[config.mk]
export PLATFORM = sky130hd
export DESIGN_NAME = approx_arbiter
export DESIGN_NICKNAME = d
export VERILOG_FILES = /design/src/rtl/approx_arbiter.sv
export SDC_FILE = /design/constraint.sdc
export NUM_CORES = 1
export LEC_CHECK = 0
export BUFFER_PORTS_ARGS = -buffer_cell sky130_fd_sc_hd__buf_4
export CAP_MARGIN = 15
export CORE_ASPECT_RATIO = 0.75
export CORE_MARGIN = 3
export CORE_UTILIZATION = 47
export CTS_BUF_LIST = sky130_fd_sc_hd__clkbuf_8
export DETAILED_ROUTE_END_ITERATION = 10
export GPL_TIMING_DRIVEN = 1
export PLACE_DENSITY = 0.8
export SYNTH_ARGS = -nofsm -noshare
export SYNTH_HDL_FRONTEND = slang
export SYNTH_SLANG_ARGS = --single-unit
[constraint.sdc]
create_clock -name clk -period 2.4 [get_ports clk]
set_input_delay 0.24 -clock clk [delete_from_list [all_inputs] [get_ports clk]]
set_output_delay 0.24 -clock clk [all_outputs]
set_load 0.1 [all_outputs]
[src/rtl/approx_arbiter.sv]
// ---------------------------------------------------------------------------
// approx_arbiter
//
// Shares one iterative approximation core between two requesters. A job is
// granted from IDLE, the core is started for one cycle, and the arbiter then
// waits for the core result. If the result does not arrive within TIMEOUT
// WAIT cycles, the core is reset for one cycle and the owner gets an error
// pulse instead of a result.
//
// Parameters
//   TIMEOUT       maximum number of WAIT cycles before the job is aborted
//                 (1..65535)
//
// Ports
//   clk           single clock, rising edge active
//   rst           asynchronous active-high reset
//   req0_i/req1_i job request (level, held until the matching ack)
//   x0_i/x1_i     Q4.12 operand of requester 0/1
//   nIt0_i/nIt1_i iteration count of requester 0/1
//   ack0_o/ack1_o one-cycle pulse: job accepted
//   valid0_o/1_o  one-cycle pulse: y_o holds that requester's result
//   err0_o/err1_o one-cycle pulse: that requester's job timed out
//   y_o           last captured core result, held between captures
//   busy_o        high whenever the arbiter is not in IDLE
//   core_start_o  start pulse to the core
//   core_x_o      operand to the core, held from grant to the next grant
//   core_nIt_o    iteration count to the core, held like core_x_o
//   core_rst_o    core reset: high during arbiter reset and on timeout
//   core_busy_i   core status (informational only)
//   core_valid_i  core result strobe
//   core_y_i      core result
// ---------------------------------------------------------------------------
module approx_arbiter #(
   parameter int unsigned TIMEOUT = 255
) (
   input  logic        clk,
   input  logic        rst,
   input  logic        req0_i,
   input  logic        req1_i,
   input  logic [15:0] x0_i,
   input  logic [15:0] x1_i,
   input  logic [2:0]  nIt0_i,
   input  logic [2:0]  nIt1_i,
   output logic        ack0_o,
   output logic        ack1_o,
   output logic        valid0_o,
   output logic        valid1_o,
   output logic        err0_o,
   output logic        err1_o,
   output logic [15:0] y_o,
   output logic        busy_o,
   output logic        core_start_o,
   output logic [15:0] core_x_o,
   output logic [2:0]  core_nIt_o,
   output logic        core_rst_o,
   input  logic        core_busy_i,
   input  logic        core_valid_i,
   input  logic [15:0] core_y_i
);

   typedef enum logic [1:0] {
      IDLE  = 2'd0,
      START = 2'd1,
      WAIT  = 2'd2,
      ABORT = 2'd3
   } state_t;

   localparam logic [15:0] TIMEOUT_C = TIMEOUT[15:0];

   // FSM state and bookkeeping
   state_t      state_r;
   logic        prio_r;       // requester that wins when both request
   logic        owner_r;      // requester that owns the running job
   logic [15:0] cnt_r;        // WAIT cycles elapsed for the running job

   // registered outputs
   logic        ack0_r;
   logic        ack1_r;
   logic        valid0_r;
   logic        valid1_r;
   logic        err0_r;
   logic        err1_r;
   logic [15:0] y_r;
   logic        busy_r;
   logic        core_start_r;
   logic [15:0] core_x_r;
   logic [2:0]  core_nit_r;
   logic        core_rst_r;

   // combinational helpers
   logic        req_any_s;
   logic        winner_s;
   logic [15:0] win_x_s;
   logic [2:0]  win_nit_s;
   logic [15:0] cnt_inc_s;
   logic        timeout_hit_s;

   // Core busy is status only; it never steers the state machine.
   logic        unused_core_busy_s;
   assign unused_core_busy_s = core_busy_i;

   // Round-robin arbitration: a lone requester always wins, a tie goes to
   // the requester not served last.
   always_comb begin
      req_any_s = req0_i | req1_i;
      if (req0_i && req1_i) begin
         winner_s = prio_r;
      end else if (req1_i) begin
         winner_s = 1'b1;
      end else begin
         winner_s = 1'b0;
      end
      if (winner_s) begin
         win_x_s   = x1_i;
         win_nit_s = nIt1_i;
      end else begin
         win_x_s   = x0_i;
         win_nit_s = nIt0_i;
      end
   end

   // Timeout detection: the current WAIT cycle is cycle number cnt_r + 1.
   always_comb begin
      cnt_inc_s = cnt_r + 16'd1;
      if (cnt_inc_s == TIMEOUT_C) begin
         timeout_hit_s = 1'b1;
      end else begin
         timeout_hit_s = 1'b0;
      end
   end

   // Main state machine with all outputs registered.
   always_ff @(posedge clk or posedge rst) begin
      if (rst) begin
         state_r      <= IDLE;
         prio_r       <= 1'b0;
         owner_r      <= 1'b0;
         cnt_r        <= 16'd0;
         ack0_r       <= 1'b0;
         ack1_r       <= 1'b0;
         valid0_r     <= 1'b0;
         valid1_r     <= 1'b0;
         err0_r       <= 1'b0;
         err1_r       <= 1'b0;
         y_r          <= 16'd0;
         busy_r       <= 1'b0;
         core_start_r <= 1'b0;
         core_x_r     <= 16'd0;
         core_nit_r   <= 3'd0;
         // the core is held in reset together with the arbiter
         core_rst_r   <= 1'b1;
      end else begin
         // every pulse output defaults low and is raised for one cycle only
         ack0_r       <= 1'b0;
         ack1_r       <= 1'b0;
         valid0_r     <= 1'b0;
         valid1_r     <= 1'b0;
         err0_r       <= 1'b0;
         err1_r       <= 1'b0;
         core_start_r <= 1'b0;
         core_rst_r   <= 1'b0;
         case (state_r)
            IDLE: begin
               if (req_any_s) begin
                  state_r      <= START;
                  owner_r      <= winner_s;
                  core_x_r     <= win_x_s;
                  core_nit_r   <= win_nit_s;
                  ack0_r       <= ~winner_s;
                  ack1_r       <= winner_s;
                  core_start_r <= 1'b1;
                  busy_r       <= 1'b1;
               end else begin
                  busy_r       <= 1'b0;
               end
            end
            START: begin
               state_r <= WAIT;
               cnt_r   <= 16'd0;
               busy_r  <= 1'b1;
            end
            WAIT: begin
               // a result in the timeout cycle still counts as completion
               if (core_valid_i) begin
                  state_r  <= IDLE;
                  y_r      <= core_y_i;
                  valid0_r <= ~owner_r;
                  valid1_r <= owner_r;
                  prio_r   <= ~owner_r;
                  busy_r   <= 1'b0;
               end else if (timeout_hit_s) begin
                  state_r    <= ABORT;
                  core_rst_r <= 1'b1;
                  err0_r     <= ~owner_r;
                  err1_r     <= owner_r;
                  busy_r     <= 1'b1;
               end else begin
                  cnt_r  <= cnt_inc_s;
                  busy_r <= 1'b1;
               end
            end
            ABORT: begin
               state_r <= IDLE;
               prio_r  <= ~owner_r;
               busy_r  <= 1'b0;
            end
            default: begin
               state_r <= IDLE;
               busy_r  <= 1'b0;
            end
         endcase
      end
   end

   assign ack0_o       = ack0_r;
   assign ack1_o       = ack1_r;
   assign valid0_o     = valid0_r;
   assign valid1_o     = valid1_r;
   assign err0_o       = err0_r;
   assign err1_o       = err1_r;
   assign y_o          = y_r;
   assign busy_o       = busy_r;
   assign core_start_o = core_start_r;
   assign core_x_o     = core_x_r;
   assign core_nIt_o   = core_nit_r;
   assign core_rst_o   = core_rst_r;

endmodule

Yosys cells after proc, flatten, opt, wreduce, memory -nomap -nowiden
Cells that the tools add are included.
{"block": "word_totals", "ff_bits": 64, "output_inout_bits": 44, "elab_cells": 73, "inputBits": 60}
{"block": "classes", "reduce_logical": 9, "bitwise": 3, "n_mux": 35, "n_eq_ne": 9, "addsub": 1}
{"op": "2-to-1 mux 16 bit", "count": 3}
{"op": "case mux 16 bit (2 select lines)", "count": 1}
{"op": "2-to-1 mux 1 bit", "count": 24}
{"op": "adder 16 x 1 -> 16 bit, second input constant", "count": 1}
{"op": "== test 16 x 8 -> 1 bit, second input constant", "count": 1}
{"op": "!= test 2 bit, second input constant", "count": 4}
{"op": "case mux 2 bit (4 select lines)", "count": 1}
{"op": "AND reduction 2 bit", "count": 4}
{"op": "2-to-1 mux 2 bit", "count": 3}
{"op": "== test 2 bit, second input constant", "count": 2}
{"op": "case mux 1 bit (4 select lines)", "count": 1}
{"op": "nonzero test 2 bit", "count": 2}
{"op": "2-to-1 mux 3 bit", "count": 1}
{"op": "!= test 3 bit, second input constant", "count": 1}
{"op": "AND reduction 3 bit", "count": 1}
{"op": "== test 2 x 1 -> 1 bit, second input constant", "count": 1}
{"op": "zero test 2 bit", "count": 1}
{"op": "NOT 1 bit", "count": 2}
{"op": "case mux 1 bit (2 select lines)", "count": 1}
{"op": "logical AND 1 bit", "count": 1}
{"op": "OR 1 bit", "count": 1}

Depth between registers and ports, before layout
Gate-level depths: netlist (run 1).
{"block": "depth", "depth_word": 6, "mapped_depth": 9, "ltp_nobuf": 8}

Worst setup path before layout (run 1)
Ideal clock, no wire load.
{"block": "synth_path", "kind": "register -> register", "from": "reg cnt_r[0]", "to": "reg cnt_r[6]", "period_less_slack_ps": 2396, "path_stages_with_launch": 9, "setup_time_ps": 124, "required_ps": 2276, "n_path_buf": 0, "slack_ps": 4, "arrival_ps": 2272, "cell_sequence": "dfrtp_1 ha_1 nand3_2 nor4_2 nand2_1 o31ai_1 o2111ai_2 and4_1 a211o_1"}
{"block": "synth_between", "elab_chain_len": 5, "elab_cells_between_ends": 8, "classes_between": "add/sub (1); eq/ne (2); mux (4); reduce/logical (1)"}
{"item": "from (decl)", "line": "74", "text": "logic [15:0] cnt_r;"}
{"item": "from (signal assigned)", "line": "198", "text": "cnt_r <= cnt_inc_s;"}
{"item": "adder 16 x 1 -> 16 bit *", "line": "124", "text": "cnt_inc_s = cnt_r + 16'd1;"}
{"item": "== test 16 x 8 -> 1 bit", "line": "125", "text": "if (cnt_inc_s == TIMEOUT_C) begin"}
{"item": "2-to-1 mux 1 bit", "line": "125"}
{"item": "!= test 2 bit (no line)"}
{"item": "AND reduction 3 bit (no line)"}
Mark *: on every way between the ends. The rest lies on a longest branch, timed or not. The select of a mux whose other input is x is not followed.
A chain may end at the register's enable or synchronous reset.

Final worst setup path (run 1)
{"block": "layout_path", "from": "reg cnt_r[0]", "to": "reg cnt_r[12]"}
Same word-level chain as after synthesis.

==> run_results.csv, run 1 <==
group,metric,value,unit
critical_path,critPathMaxStageDelay,430,ps
die,die_h,77.38,microns
critical_path,r2r_slack,100,ps
drt,drt-wirelength-per-cell,16.99,microns
sta,worst_pin_slew,1016,ps
clock_tree,clkSlewWorstSetupHoldPaths,70,ps
final_layout,nFillCells,502,
run,max_cap_viol_count,0,
synthesis,synth_largest_area_cell,"dfrtp_1",
final_layout,regArea,1605,sq um
final_layout,diodes,0,
global_routing,grt_remaining_overflow,0,
drt,antenna_left,0,
synthesis,synth_seq_cells,64,
synthesis,ys_top_cells_by_area,"dfrtp_1 (49%), nand2_1 (6.8%), mux2_2 (5.6%)",
clock_tree,root_buffer,"clkbuf_8",
final_layout,areaGrowthSynthToFinish,40.16,%
final_layout,nNetsFinal,510,
critical_path,cp.depth,9,
synthesis,synth-edff-count,0,
placement,dp_hpwl,6.586,mm
synthesis,synth_top_area_share,49.37,%
sta,rsz0062_at_grt,"false",
final_layout,drive_gt1_share,40.27,%
run_status,outcome,"finished clean",
final_layout,multiInputGateArea,1498,sq um
critical_path,r2r-start,"cnt_r[0]$_DFFE_PP0P_",
synthesis,async_flop_share,100.0,%
global_routing,grt_pass1_vias,2907,
critical_path,cp-end-kind,"register",
critical_path,path_max_fanout,9,
drt,via_count,3019,
synthesis,synth_cell_type_count,52,
synthesis,avgSynthCellArea,9.947,sq um
drt,first_pass_iters,4,
worst_hold_path,hold_path_end,"core_x_o[9]$_DFFE_PP0P_",
global_routing,grt_first_pass_wirelength,14.26,mm
critical_path,start_kind,"register",
synthesis,yosys_warnings,0,
final_layout,fin_util,69.46,%
global_routing,antenna_found_initial,0,
sta,period_share,95.89,%
sta,max-slew-margin-rel,31.88,%
drt,via_per_inst,5.664,
die,dieWidth,101.2,microns
sta,hold_violations,0,
sta,max_freq,0.4345,GHz
synthesis,yosysSeqAreaShare,50.20,%
placement,place.gp.congestion,0.8930,
clock_tree,clk_path_buf_depth,2,
worst_hold_path,min_from,"x0_i[9]",
sta,fin_crit,2301,ps
synthesis,synthFlopType,"dfrtp_1",
die,io_pins,104,
sta,setup_violations,0,
drt,post-route-drc-count,0,
critical_path,reg2reg_depth,9,
die,core,6444,sq um
die,die_area,7829,sq um
critical_path,slowest_stage,"or3_4",
global_routing,grt_max_degree,32,
worst_hold_path,whs_path_depth,3,
clock_tree,cts_made_buffers,9,
synthesis,synth.cell_area,3193,sq um
critical_path,crit_type,"reg2reg",
die,row_count,25,
worst_hold_path,hold_class,"in2reg",
critical_path,r2r_end,"cnt_r[12]$_DFFE_PP0P_",
sta,fin_worst_skew,6.699,ps
critical_path,path_cells,"buf_4, nand4_4, or3_4, mux2_4, o22ai_2, o2111ai_2, buf_6, a21boi_4, a211o_1",
critical_path,critPathRequiredTime,2680,ps
clock_tree,cts_tree,"yes",
global_routing,grt.total_usage,23.30,%
clock_tree,clk_latency,340,ps
critical_path,worst-path-buf-inv,2,
synthesis,syn_nets,383,
synthesis,syn_inst,321,
clock_tree,clock_sinks,64,
critical_path,critPathTopFamily,"compound AO/OA/AOI/OAI gates",
sta,slew_viol_final,0,
critical_path,critical_path_arrival,2580,ps
placement,port_buffers,102,
die,start_util,49.55,%
drt,wirelength,9.055,mm
clock_tree,htreeDepth,3,
drt,drtIter0Drc,190,
==> flip-flops by register name, indices dropped and copies added (netlist names) <==
signal        count
cnt_r            16
ack1_o            1
valid0_o          1
err0_o            1
state_r           2
ack0_o            1
core_start_o      1
core_rst_o        1
err1_o            1
valid1_o          1
core_x_o         16
core_nIt_o        3
y_o              16
busy_o            1
prio_r            1
owner_r           1
==> cell type report <==
class | instances | area share, %
multi-input combinational | 226 | 33.46
inverter | 12 | 1.006
sequential | 64 | 35.87
tap | 81 | 2.264
clock inverter | 3 | 0.9226
clock buffer | 12 | 3.690
timing repair buffer | 135 | 22.78
==> kinds of logic (layout without fill, tap and decap cells) <==
logic type | count (synthesis) | in the layout | share of synthesized area, %
buf+inv | 31 | 162 | 4.036
flops | 64 | 64 | 50.20
mux | 25 | 25 | 8.621
fa+ha+maj | 2 | 2 | 0.7836
xor+xnor | 1 | 1 | 0.2743
simple gates | 129 | 129 | 20.65
compound gates | 69 | 69 | 15.44
==> routing by layer <==
metal | global-route usage, % | wire (microns) | up-vias
li1 | - | - | 1424
met1 | 31.15 | 3920 | 1462
met2 | 36.81 | 4334 | 111
met3 | 5.121 | 550 | 22
met4 | 9.296 | 250 | 0
met5 | 0 | 0 | -
==> cells in the final DEF, fill, tap and decap left out, types with 2 or more instances in the layout <==
cell and count:
nor3_1 13, a211o_1 4, and3_1 6, a21o_1 2, clkbuf_8 12, a22oi_1 15, nand2b_1 2, nor4_1 4
nor2_1 9, o211ai_1 5, a21oi_1 7, dfrtp_2 2, o22ai_1 2, and4_1 3, or4_1 4, nand4_1 4
or3_1 3, a221o_1 2, nor2b_1 3, nand3_1 11, dfrtp_1 61, buf_4 133, mux2i_1 8, mux2_2 16
o21ai_1 2, o21ai_0 16, inv_1 12, a32o_1 2, nand2_1 58
==> stage by stage <==
stage | hold slack [ps] | setup TNS, ps | worst slack (ps) | cell area (sq um) | cells
after floorplan | 375.7 | 0 | 4.087 | 3193 | 321
after global placement | 220.9 | 0 | 32.21 | 4207 | 515
after detailed placement | 224.5 | -597.4 | -123.6 | 4207 | 515
after CTS | 115.1 | 0 | 4.884 | 4443 | 531
after global routing | 116.5 | 0 | 13.62 | 4476 | 533
final | 121.9 | 0 | 98.69 | 4476 | 533
==> worst min-delay path, stage by stage <==
cell and delay, ps:
buf_4 70, a22oi_1 50, nand2_1 60
==> synthesized netlist by cell type, types with 2 or more instances <==
cell type,number
a211o_1,4
a21o_1,2
a21oi_1,7
a221o_1,2
a22oi_1,15
a32o_1,2
and3_1,6
and4_1,3
buf_1,3
buf_4,3
clkbuf_1,12
dfrtp_1,63
ha_1,2
inv_1,12
mux2_2,16
mux2i_1,8
nand2_1,58
nand2b_1,2
nand3_1,11
nand3_2,2
nand4_1,4
nor2_1,9
nor2b_1,3
nor3_1,14
nor4_1,4
o211ai_1,5
o21ai_0,16
o21ai_1,2
o22ai_1,2
o31ai_1,2
or3_1,3
or4_1,4
==> repair_timing <==
item | 4_1_cts | 5_1_grt
setup buffers | 0 | 2
resized for setup | 4 | 4
endpoints found under the hold margin | 13 | 0
setup endpoints to repair | 6 | 9
hold buffers | 1 | 0
pin swaps | 0 | 2
==> how the worst max path moves through the flow <==
stage               slack, ps                 start                    end
finish                    100  cnt_r[0]$_DFFE_PP0P_  cnt_r[12]$_DFFE_PP0P_
global route               10  cnt_r[0]$_DFFE_PP0P_   cnt_r[8]$_DFFE_PP0P_
CTS                         5  cnt_r[1]$_DFFE_PP0P_  cnt_r[12]$_DFFE_PP0P_
detailed placement       -120  cnt_r[1]$_DFFE_PP0P_  cnt_r[12]$_DFFE_PP0P_
global placement           30  cnt_r[1]$_DFFE_PP0P_  cnt_r[12]$_DFFE_PP0P_
floorplan                   4  cnt_r[0]$_DFFE_PP0P_   cnt_r[6]$_DFFE_PP0P_
Power of run 1 is left out: the tool's default activity adds up to more than one toggle a clock period on the data nets, which glitch-free logic cannot reach.
==> inputs of run 2 (changes only) <==
==> constraint.sdc (replaced) <==
create_clock -name clk -period 2.4 [get_ports clk]
set_input_delay 0.12 -clock clk [delete_from_list [all_inputs] [get_ports clk]]
set_output_delay 0.12 -clock clk [all_outputs]
set_load 0.1 [all_outputs]
==> run 2 against run 1 <==
Net effect: count of clock-buffer cells in the layout is 1 lower; critical path depth stayed put; core utilization is 0.64 points lower; sequential share of layout area is 0.39 points higher; critical path type unchanged; largest cell class unchanged.
==> run_results.csv, run 2 (synthesis results as in run 1) <==
group,metric,value,unit
worst_hold_path,whs_path_depth,3,
die,row_count,25,
placement,placed_area,4197,sq um
critical_path,r2r-start,"cnt_r[0]$_DFFE_PP0P_",
critical_path,crit_type,"reg2reg",
die,die_h,77.38,microns
global_routing,grt_use_met2,35.38,%
drt,post-route-drc-count,0,
critical_path,worstSetupStartpoint,"cnt_r[0]$_DFFE_PP0P_",
drt,drtIter0Drc,204,
critical_path,critPathRequiredTime,2630,ps
sta,slew_viol_final,0,
global_routing,grt_remaining_overflow,0,
critical_path,critPathMaxStageDelay,450,ps
critical_path,critical_path_arrival,2540,ps
final_layout,areaGrowthSynthToFinish,38.87,%
critical_path,r2r_slack,90,ps
global_routing,antenna_found_initial,0,
critical_path,slowest_stage,"or3_4",
sta,fin_worst_skew,7.478,ps
sta,setup_tns,0,ps
drt,first_pass_iters,4,
final_layout,instances_no_fill,529,
critical_path,r2r_end,"cnt_r[7]$_DFFE_PP0P_",
final_layout,multiInputGateArea,1495,sq um
placement,port_buffers,102,
global_routing,grt_first_pass_wirelength,14.10,mm
final_layout,nNetsFinal,506,
global_routing,grt_util_met1,31.34,%
clock_tree,root_buffer,"clkbuf_8",
critical_path,reg2reg_depth,9,
final_layout,final_common_cell,"buf_4",
critical_path,cp_common_cell,"buf_6",
global_routing,grtUsageMet3,5.121,%
drt,wirelength,8.829,mm
critical_path,worst-path-buf-inv,2,
critical_path,start_kind,"register",
final_layout,diodes,0,
global_routing,grt_max_degree,37,
clock_tree,cts_made_buffers,9,
die,die_area,7829,sq um
worst_hold_path,hold_class,"in2reg",
run,max_cap_viol_count,0,
final_layout,finalInstanceArea,4434,sq um
critical_path,cp-end-kind,"register",
drt,drt-wirelength-per-cell,16.69,microns
clock_tree,clk_path_buf_depth,2,
die,io_pins,104,
placement,place.gp.congestion,0.8677,
sta,hold_violations,0,
die,core,6444,sq um
global_routing,grt.total_usage,22.86,%
global_routing,busiest_layer,"met2",
sta,period_share,96.43,%
final_layout,most-common-layout-cells,"buf_4 (125), dfrtp_1 (59), nand2_1 (58)",
sta,fin_crit,2314,ps
placement,placed_cells,512,
final_layout,nFillCells,500,
sta,max-slew-margin-rel,25.35,%
die,dieWidth,101.2,microns
clock_tree,clock_sinks,64,
sta,max_freq,0.4321,GHz
critical_path,critPathTopFamily,"compound AO/OA/AOI/OAI gates",
critical_path,cp.depth,9,
die,start_util,49.55,%
drt,antenna_left,0,
sta,setup_violations,0,
placement,dp_hpwl,6.386,mm
sta,worst_pin_slew,1114,ps
clock_tree,clk_latency,340,ps
run_status,outcome,"finished clean",
critical_path,path_max_fanout,6,
final_layout,regArea,1608,sq um
clock_tree,clkSlewWorstSetupHoldPaths,70,ps
final_layout,drive_gt1_share,40.18,%
drt,via_count,2984,
worst_hold_path,hold_path_end,"core_x_o[5]$_DFFE_PP0P_",
critical_path,path_cells,"buf_6, nand4_4, or3_4, mux2_4, o22ai_2, o2111ai_2, buf_6, o211ai_1, a21bo_1",
worst_hold_path,min_from,"x0_i[5]",
drt,via_per_inst,5.641,
clock_tree,htreeDepth,3,
final_layout,fin_util,68.82,%
clock_tree,cts_tree,"yes",
global_routing,grt_pass1_vias,2824,
[run 2: changes by cell type in the layout (fill, tap and decap cells not counted), sizes merged]
cell and change:
buf -5, clkinv +2, dlygate4sd3 +1, bufinv -1
clkbuf -1
[run 2: worst register-to-register path, delay by kind of cell (launching register included)]
kind / cells / cell delay, ps
compound gates: 4 / 630
simple gates: 2 / 560
flops: 1 / 410
mux: 1 / 320
buf+inv: 2 / 300
[run 2: timing repair]
| item | in CTS | in global routing |
|---|---|---|
| endpoints found under the hold margin | 34 | 1 |
| buffers inserted | 0 | 0 |
| gates resized for setup | 3 | 9 |
| pin swaps | 0 | 6 |
| endpoints found under the setup margin | 5 | 10 |
| hold buffers | 1 | 1 |
[run 2: area by class of cell]
type | instances | area share [%]
Multi-Input combinational cell | 226 | 33.72
Sequential cell | 64 | 36.26
Tap cell | 81 | 2.286
Clock buffer | 11 | 3.414
Timing Repair Buffer | 131 | 22.83
Inverter | 12 | 1.016
Clock inverter | 4 | 0.4797
[run 2: routing by layer]
metal	vias up	routed length, microns
met5	-	0
met4	0	158
met3	15	526
met2	106	4290
met1	1455	3854
li1	1408	-
[run 2: stage by stage]
step | setup WS [ps] | hold WS (ps)
2_1_floorplan | 4.087 | 255.7
6_report | 85.61 | 4.293
3_5_place_dp | -13.78 | 305.2
3_3_place_gp | 91.04 | 315.5
4_1_cts | 22.72 | 2.757
5_1_grt | -16.43 | 1.096
[run 2: how the worst max path moves through the flow]
stage          slack (ps)                    to
5_1_grt               -20  cnt_r[8]$_DFFE_PP0P_
2_1_floorplan           4  cnt_r[6]$_DFFE_PP0P_
4_1_cts                20  cnt_r[7]$_DFFE_PP0P_
6_report               90  cnt_r[7]$_DFFE_PP0P_
3_5_place_dp          -10  cnt_r[8]$_DFFE_PP0P_
3_3_place_gp           90  cnt_r[8]$_DFFE_PP0P_
Power of run 2 is left out for the same reason.
==> inputs of run 3 (changes only) <==
Clock period 2.4 ns to 1.9 ns, I/O delays scaled along.
==> run 3 against run 2 <==
Net effect: the run now ends with setup timing left; setup slack worse by 420 ps; wire length rose by 42%; final cell count increased by 16%; die area stayed put; register-to-register slack got worse by 420 ps; sequential cell count unchanged; final area up 20%; critical endpoint is now cnt_r[1]$_DFFE_PP0P_.
==> run_results.csv, run 3 (synthesis results as in run 1) <==
group,metric,value,unit
run_status,outcome,"finished with violations",
run_status,violations,"setup timing",
drt,antenna_left,0,
die,row_count,25,
clock_tree,clock_sinks,64,
final_layout,areaGrowthSynthToFinish,67.01,%
power,p_total,9.579,mW
placement,dp_hpwl,7.193,mm
die,start_util,49.55,%
die,dieWidth,101.2,microns
sta,rsz0062_at_grt,"true",
critical_path,start_kind,"register",
critical_path,critPathTopFamily,"simple AND/OR/NAND/NOR gates",
placement,place.gp.congestion,0.8668,
global_routing,grt_first_pass_wirelength,19.23,mm
sta,setup_tns,-3526,ps
power,powerDensity,1796,nW/um^2
final_layout,fin_util,82.76,%
drt,wirelength,12.54,mm
final_layout,nNetsFinal,590,
sta,worst_pin_slew,587.0,ps
critical_path,crit_type,"reg2reg",
critical_path,critPathRequiredTime,2150,ps
drt,first_pass_iters,5,
drt,drt-wirelength-per-cell,20.42,microns
critical_path,r2r-start,"cnt_r[0]$_DFFE_PP0P_",
critical_path,path_max_fanout,7,
worst_hold_path,whs_path_depth,3,
sta,max-slew-margin-rel,60.76,%
clock_tree,htreeDepth,3,
global_routing,antenna_found_initial,0,
worst_hold_path,hold_path_end,"core_x_o[8]$_DFFE_PP0P_",
global_routing,grt_max_degree,39,
sta,fin_worst_skew,13.12,ps
clock_tree,clkSlewWorstSetupHoldPaths,80,ps
drt,via_per_inst,5.870,
die,io_pins,104,
sta,setup_violations,15,
clock_tree,clk_latency,350,ps
final_layout,final_common_cell,"buf_4",
final_layout,drive_gt1_share,44.65,%
critical_path,cp-end-kind,"register",
clock_tree,cts_tree,"yes",
final_layout,finalInstanceArea,5333,sq um
placement,placed_area,4488,sq um
die,core,6444,sq um
run,max_cap_viol_count,0,
worst_hold_path,hold_class,"in2reg",
sta,setup_ws,-329.9,ps
critical_path,slowest_stage,"dfrtp_2",
critical_path,critical_path_arrival,2480,ps
power,vdd_drop_max,0.001418,V
final_layout,diodes,0,
drt,post-route-drc-count,0,
clock_tree,root_buffer,"clkbuf_8",
critical_path,worst-path-buf-inv,1,
worst_hold_path,min_from,"x1_i[8]",
global_routing,grt.total_usage,32.18,%
clock_tree,cts_made_buffers,9,
sta,period_share,117.4,%
global_routing,grt_pass1_vias,3681,
die,die_h,77.38,microns
placement,port_buffers,102,
sta,hold_violations,0,
sta,slew_viol_final,0,
drt,via_count,3604,
die,die_area,7829,sq um
critical_path,critPathMaxStageDelay,430,ps
critical_path,r2r_slack,-330,ps
critical_path,reg2reg_depth,8,
placement,dp_slack,-344.2,ps
critical_path,r2r_end,"cnt_r[1]$_DFFE_PP0P_",
sta,fin_crit,2230,ps
critical_path,path_cells,"nand4_4, or3_4, mux2_4, o22ai_4, o2111ai_4, buf_6, nand2_2, mux2i_2",
final_layout,most-common-layout-cells,"buf_4 (168), dfrtp_1 (61), nand2_1 (56)",
final_layout,nFillCells,344,
drt,drtIter0Drc,297,
sta,max_freq,0.4484,GHz
global_routing,grt_remaining_overflow,0,
power,p_leak,2.617,nW
clock_tree,clk_path_buf_depth,2,
==> run 3: changes by cell type in the layout (fill, tap and decap cells not counted), sizes merged <==
cell and delta:
buf +44, bufinv +2, clkbuf -2, clkinv -1, dlygate4sd3 +40, clkinvlp +1
inv +1
==> run 3: repair_timing <==
| item | CTS | global route |
|---|---|---|
| gates resized for setup | 17 | 13 |
| endpoints found under the setup margin | 15 | 27 |
| endpoints found under the hold margin | 93 | 1 |
| buffers inserted | 5 | 4 |
| hold buffers | 41 | 1 |
| pin swaps | 13 | 9 |
==> run 3: tightest hold or removal path: stages <==
cell	delay [ps]
buf_4	80
a22oi_1	80
nand2_1	70
==> run 3: worst max path at each step <==
stage	depth (start not counted)	from	end	slack, ps
2_1_floorplan	8	cnt_r[0]$_DFFE_PP0P_	cnt_r[7]$_DFFE_PP0P_	-210
3_3_place_gp	8	cnt_r[0]$_DFFE_PP0P_	cnt_r[7]$_DFFE_PP0P_	-290
3_5_place_dp	8	cnt_r[0]$_DFFE_PP0P_	cnt_r[7]$_DFFE_PP0P_	-340
4_1_cts	8	cnt_r[0]$_DFFE_PP0P_	cnt_r[7]$_DFFE_PP0P_	-260
5_1_grt	9	cnt_r[1]$_DFFE_PP0P_	cnt_r[0]$_DFFE_PP0P_	-400
6_report	8	cnt_r[0]$_DFFE_PP0P_	cnt_r[1]$_DFFE_PP0P_	-330
==> run 3: layer usage <==
layer / wire length [microns] / vias to the layer above / GRT usage, %
met1: 4706 / 1794 / 38.11
met5: 0 / - / 0
li1: - / 1583 / -
met2: 6575 / 194 / 57.11
met4: 358 / 0 / 11.55
met3: 898 / 33 / 6.828
==> run 3: final cells by class <==
cell class                      instances  area, sq um  area share, %
Inverter                               12        45.04         0.8447
Sequential cell                        64         1605          30.10
Tap cell                               81        101.3          1.901
Clock buffer                            9        123.9          2.323
Timing Repair Buffer                  215         1747          32.75
Multi-Input combinational cell        226         1614          30.27
Clock inverter                          7        96.34          1.807
==> run 3: power breakdown <==
part	internal [mW]	switching, mW	leakage [nW]
registers	1.87	0.369	0.797
logic	1.47	4.54	1.71
clock network	0.741	0.595	0.107
total	4.08	5.50	2.62
==> run 3: stage by stage <==
| step | std cells | hold slack, ps |
|---|---|---|
| finish | 614 | 8.796 |
| global route | 614 | 7.398 |
| CTS | 609 | 2.271 |
| detailed placement | 547 | 32.83 |
| global placement | 547 | 27.93 |
| floorplan | 321 | 230.7 |
No activity file was read; power rests on OpenSTA's default activity.
